$ cat src/rtl/semaphore_bank.sv
// rtl/semaphore_bank.sv - bank of binary semaphores shared by several cores with round-robin contention
module semaphore_bank #(
  parameter int NumberOfSemaphores = 4,
  parameter int NumberOfCores      = 2
) (
  input  logic                                        clk,
  input  logic                                        rst,
  input  logic [NumberOfCores-1:0]                    SEMAPHOREBANK_ReqValid_fromCPU,
  input  logic [NumberOfCores-1:0]                    SEMAPHOREBANK_ReqOp_fromCPU,
  input  logic [8*NumberOfCores-1:0]                  SEMAPHOREBANK_ReqAddr_fromCPU,
  output logic [NumberOfCores-1:0]                    SEMAPHOREBANK_Ack_toCPU,
  output logic [NumberOfCores-1:0]                    SEMAPHOREBANK_Denied_toCPU,
  output logic [NumberOfCores-1:0]                    SEMAPHOREBANK_Err_toCPU,
  output logic [NumberOfSemaphores*NumberOfCores-1:0] SEMAPHOREBANK_Blocking_toMux,
  output logic [NumberOfSemaphores-1:0]               SEMAPHOREBANK_Held_toCPU
);

  localparam int NS = NumberOfSemaphores;
  localparam int NC = NumberOfCores;
  localparam int OW = (NC > 1) ? $clog2(NC) : 1;

  if (NS * NC > 256 || NS < 1 || NC < 1) begin : g_bad_params
    $error("semaphore_bank: NumberOfSemaphores*NumberOfCores must be in 1..256");
  end

  logic [NS-1:0] held_q, held_d;
  logic [OW-1:0] owner_q [NS];
  logic [OW-1:0] owner_d [NS];
  logic [OW-1:0] ptr_q   [NS];
  logic [OW-1:0] ptr_d   [NS];
  logic [NC-1:0] ack_q, ack_d, den_q, den_d, err_q, err_d;
  logic [7:0]    addr_c  [NC];

  for (genvar c = 0; c < NC; c++) begin : g_addr
    assign addr_c[c] = SEMAPHOREBANK_ReqAddr_fromCPU[8*c +: 8];
  end

  // Resolve every request: range check, releases first, then acquires on post-release state
  always_comb begin
    logic [NC-1:0] acq;
    logic          post_held;
    logic          found;
    int            win;
    int            idx;
    acq       = '0;
    post_held = 1'b0;
    found     = 1'b0;
    win       = 0;
    idx       = 0;
    held_d    = held_q;
    owner_d   = owner_q;
    ptr_d     = ptr_q;
    ack_d     = '0;
    den_d     = '0;
    err_d     = '0;

    for (int c = 0; c < NC; c++) begin
      if (SEMAPHOREBANK_ReqValid_fromCPU[c] && ({24'd0, addr_c[c]} >= 32'(NS))) begin
        err_d[c] = 1'b1;
      end
    end

    for (int s = 0; s < NS; s++) begin
      acq       = '0;
      post_held = held_q[s];
      for (int c = 0; c < NC; c++) begin
        if (SEMAPHOREBANK_ReqValid_fromCPU[c] && addr_c[c] == 8'(s)) begin
          if (!SEMAPHOREBANK_ReqOp_fromCPU[c]) begin
            if (held_q[s] && owner_q[s] == OW'(c)) begin
              ack_d[c]  = 1'b1;
              post_held = 1'b0;
            end else begin
              err_d[c] = 1'b1;
            end
          end else begin
            acq[c] = 1'b1;
          end
        end
      end
      held_d[s] = post_held;

      if (post_held) begin
        // Still held after releases: only the owner is acknowledged, without any change
        for (int c = 0; c < NC; c++) begin
          if (acq[c]) begin
            if (owner_q[s] == OW'(c)) ack_d[c] = 1'b1;
            else                      den_d[c] = 1'b1;
          end
        end
      end else if (acq != '0) begin
        found = 1'b0;
        win   = 0;
        for (int k = 1; k <= NC; k++) begin
          idx = (int'(ptr_q[s]) + k) % NC;
          if (!found && acq[idx]) begin
            win   = idx;
            found = 1'b1;
          end
        end
        held_d[s]  = 1'b1;
        owner_d[s] = OW'(win);
        if ($countones(acq) > 1) ptr_d[s] = OW'(win);
        for (int c = 0; c < NC; c++) begin
          if (acq[c]) begin
            if (c == win) ack_d[c] = 1'b1;
            else          den_d[c] = 1'b1;
          end
        end
      end
    end
  end

  // State and one-cycle response registers; reset frees every semaphore and drops requests
  always_ff @(posedge clk) begin
    if (rst) begin
      held_q <= '0;
      ack_q  <= '0;
      den_q  <= '0;
      err_q  <= '0;
      for (int s = 0; s < NS; s++) begin
        owner_q[s] <= '0;
        ptr_q[s]   <= '0;
      end
    end else begin
      held_q  <= held_d;
      owner_q <= owner_d;
      ptr_q   <= ptr_d;
      ack_q   <= ack_d;
      den_q   <= den_d;
      err_q   <= err_d;
    end
  end

  assign SEMAPHOREBANK_Ack_toCPU    = ack_q;
  assign SEMAPHOREBANK_Denied_toCPU = den_q;
  assign SEMAPHOREBANK_Err_toCPU    = err_q;
  assign SEMAPHOREBANK_Held_toCPU   = held_q;

  for (genvar s = 0; s < NS; s++) begin : g_blk_s
    for (genvar c = 0; c < NC; c++) begin : g_blk_c
      assign SEMAPHOREBANK_Blocking_toMux[s*NC+c] = held_q[s] && (owner_q[s] != OW'(c));
    end
  end

endmodule

$ cat config.mk
export PLATFORM = sky130hd
export DESIGN_NAME = semaphore_bank
export DESIGN_NICKNAME = d
export VERILOG_FILES = /design/src/rtl/semaphore_bank.sv
export SDC_FILE = /design/constraint.sdc
export NUM_CORES = 1
export LEC_CHECK = 0
export ABC_AREA = 1
export BUFFER_PORTS_ARGS = -buffer_cell sky130_fd_sc_hd__buf_4
export CAP_MARGIN = 20
export CORE_ASPECT_RATIO = 1.4
export CORE_MARGIN = 2
export CORE_UTILIZATION = 49
export CTS_CLUSTER_SIZE = 25
export DETAILED_ROUTE_END_ITERATION = 10
export PLACE_DENSITY = 0.87
export SYNTH_ARGS = -nofsm -noshare
export SYNTH_HDL_FRONTEND = slang
export SYNTH_SLANG_ARGS = --single-unit
$ cat constraint.sdc
create_clock -name clk -period 1.36 [get_ports clk]
set_input_delay 0.204 -clock clk [delete_from_list [all_inputs] [get_ports clk]]
set_output_delay 0.204 -clock clk [all_outputs]
set_load 0.01 [all_outputs]
==> results.md <==
* Outcome: complete, but fails checks
* Failing checks: negative setup slack
* Worst Hold Class: in -> reg
* Distinct cells, synth at 33
* CP required at 1570 ps
* Die Y at 74.2 um
* Initial DRC Count at 135
* Final period utilization at 1.12
* PortBufs at 39
* EDFF count, synth at 0
* Largest net degree at the start of global routing at 16
* Area added between synthesis and finish at 63.8%
* Async SR Flop Fraction at 0
* Slew Limit Fails at 0
* Final Non-Filler Cells at 412
* Initial core utilization at 0.510
* Syn Inst Count at 274
* Setup_tns at -259 ps
* Number of global-route vias before repair at 2163
* RSZ-0062 raised after global routing: yes
* Clock Path Buffers at 2
* CORE AREA at 0.00338 mm2
* Row count at 25
* Num ports at 40
* Post-synthesis sequential area ratio at 0.209
* Post-synth top area cell: dfxtp_1
* GPL Wtd Cong at 0.862
* CTS Buf Count at 3
* Final #Nets at 395
* PD cells at 450 mW/mm2
* Nature of the critical path endpoint: flip-flop
* Tmin final at 1530 ps
* CP Launch Type: flip-flop
* Vias at 2370
* Layout fillers at 173
* Ys flop type: dfxtp_1
* ANT nets after route at 0
* Die area at 0.00401 mm2
* Measured slew at the worst slew-check pin at 374 ps
* Arr. time, crit path at 1740 ps
* Final Worst Setup Slack at -167 ps
* Pre-antenna DRT Iters at 7
* HPWL after detailed placement at 4.13 mm
* Fin. Hold Viols at 0
* Routed wire length at 6.91 mm
* Number of synthesized register bits at 18
* Worst-path clk slew at 80 ps
* Htree depth at 1
* Gr usage total at 0.312
* Detailed-route wire length per cell at 16.8 um
* Final Total Pwr at 1.27 mW
* Max frequency at 0.655 GHz
* Residual DRC at 0
* Setup violations, final at 6
* Sink Count at 18
* Max IR drop VDD at 373 uV
* Routed vias/inst at 5.75
* Slew HR at 0.750
* CP max FO at 4
* Root Driver: clkbuf_8
* Maxcap violations at 0
* Dpl cells at 390
* Cell with the most instances after synthesis: nand2_1
* Yosys top cell area share at 0.209
* Top post-synthesis cells by count: nand2_1 (55), nor2_1 (35), inv_1 (31), nand3_1 (30), dfxtp_1 (18)
* First-pass GRT wire length at 9.27 mm
* Total gr overflow at 0
* Clock Skew at 5.87 ps
* Core Util, Final at 0.836
* Layout cell share with drive strength beyond 1 at 0.527
* Worst skew pair latency at 280 ps
* Antenna Diode Count at 0
* Die Span X at 54.1 um
* Avg Cell Area, Syn at 6.29 um2
* CP Class: reg -> reg
* Cell Area, Synth at 0.00172 mm2
* Clock tree from TritonCTS: done
* Ys Warns at 0
* Leakage power at 1.29 nW
* Hold_ws at 224 ps
* Initial antenna violation count at 0
* Ranking of synthesized cells by area: dfxtp_1 (21%), nand2_1 (12%), nand3_1 (8.7%), nor2_1 (7.6%), inv_1 (6.8%)
* Post-synth net total at 296
## metrics by stage
step | worst slack (ps) | area [um2]
floorplan | 17.7 | 1720
global placement | -235 | 2360
detailed placement | -276 | 2360
CTS | -21.0 | 2520
global route | -188 | 2820
finish | -167 | 2820
## worst paths after layout
| path | end | start | cells past startpoint | slack (ps) |
|---|---|---|---|---|
| worst max-delay path | SEMAPHOREBANK_Ack_toCPU[0] | owner_q[1] | 9 | -170 |
| worst min-delay path | owner_q[1] | rst | 2 | 220 |
| worst max register to register | SEMAPHOREBANK_Ack_toCPU[0] | owner_q[1] | 9 | -170 |
| worst min register to register | ptr_q[0] | ptr_q[0] | 2 | 510 |
## cell usage in the layout, fill, tap and decap left out, drive strengths merged
cell / Yosys / layout
nor2: 49 / 50
buf: 4 / 98
nand3: 40 / 40
clkinv: 3 / 3
o22ai: 1 / 1
a31oi: 5 / 5
a21oi: 13 / 13
dfxtp: 18 / 18
nand2: 65 / 65
inv: 38 / 38
nand4: 18 / 18
nor3: 6 / 6
clkbuf: 1 / 4
o32ai: 1 / 1
o21ai: 8 / 8
o221ai: 1 / 1
o211ai: 1 / 1
o21a: 2 / 2
## metal layers
layer / GRT usage / part of all wire
met5: 0 / 0
met1: 0.341 / 0.35
met3: 0.0301 / 0.056
met4: 0.253 / 0.069
met2: 0.531 / 0.52
## area by class of cell
class                   count  area [um2]  share of cell area
multi-input cells         211        1430               0.505
repair buffers             98         759               0.269
flip-flops and latches     18         375               0.133
inverters                  41         156              0.0554
clock buffers               4        55.1              0.0195
well taps                  40        50.0              0.0177
## worst max-delay path: stages (launching register included)
cell,delay (ps)
dfxtp_2,330
buf_4,140
buf_4,150
nor3_1,270
nand3_1,170
nand3_1,120
nor2_1,60
nand3_1,80
nor2_1,50
nor2_1,90
## timing repair
| item | in CTS | in global routing |
|---|---|---|
| gates resized for setup | 13 | 59 |
| cloned | 0 | 1 |
| hold buffers | 0 | 0 |
| pin swaps | 11 | 29 |
| setup buffers | 9 | 8 |
| endpoints found under the setup margin | 6 | 11 |
## sequential cells by signal (all words and copies together) (netlist names)
register	count
SEMAPHOREBANK_Held_toCPU	4
owner_q	4
ptr_q	4
SEMAPHOREBANK_Ack_toCPU	2
SEMAPHOREBANK_Denied_toCPU	2
SEMAPHOREBANK_Err_toCPU	2
## report_power, final
| part | total (mW) | internal, mW | switching [mW] |
|---|---|---|---|
| clock network | 0.488 | 0.259 | 0.229 |
| registers | 0.528 | 0.526 | 0.00132 |
| logic | 0.256 | 0.103 | 0.152 |
| total | 1.27 | 0.889 | 0.382 |
## logic make-up after synthesis
kind of cell | Yosys count | share of synthesized area
flip-flops | 18 | 0.209
AND/OR/NAND/NOR | 178 | 0.575
AO/OA/AOI/OAI | 32 | 0.106
buffers and inverters | 46 | 0.110
Note: power is estimated with default switching activity, not from simulation.
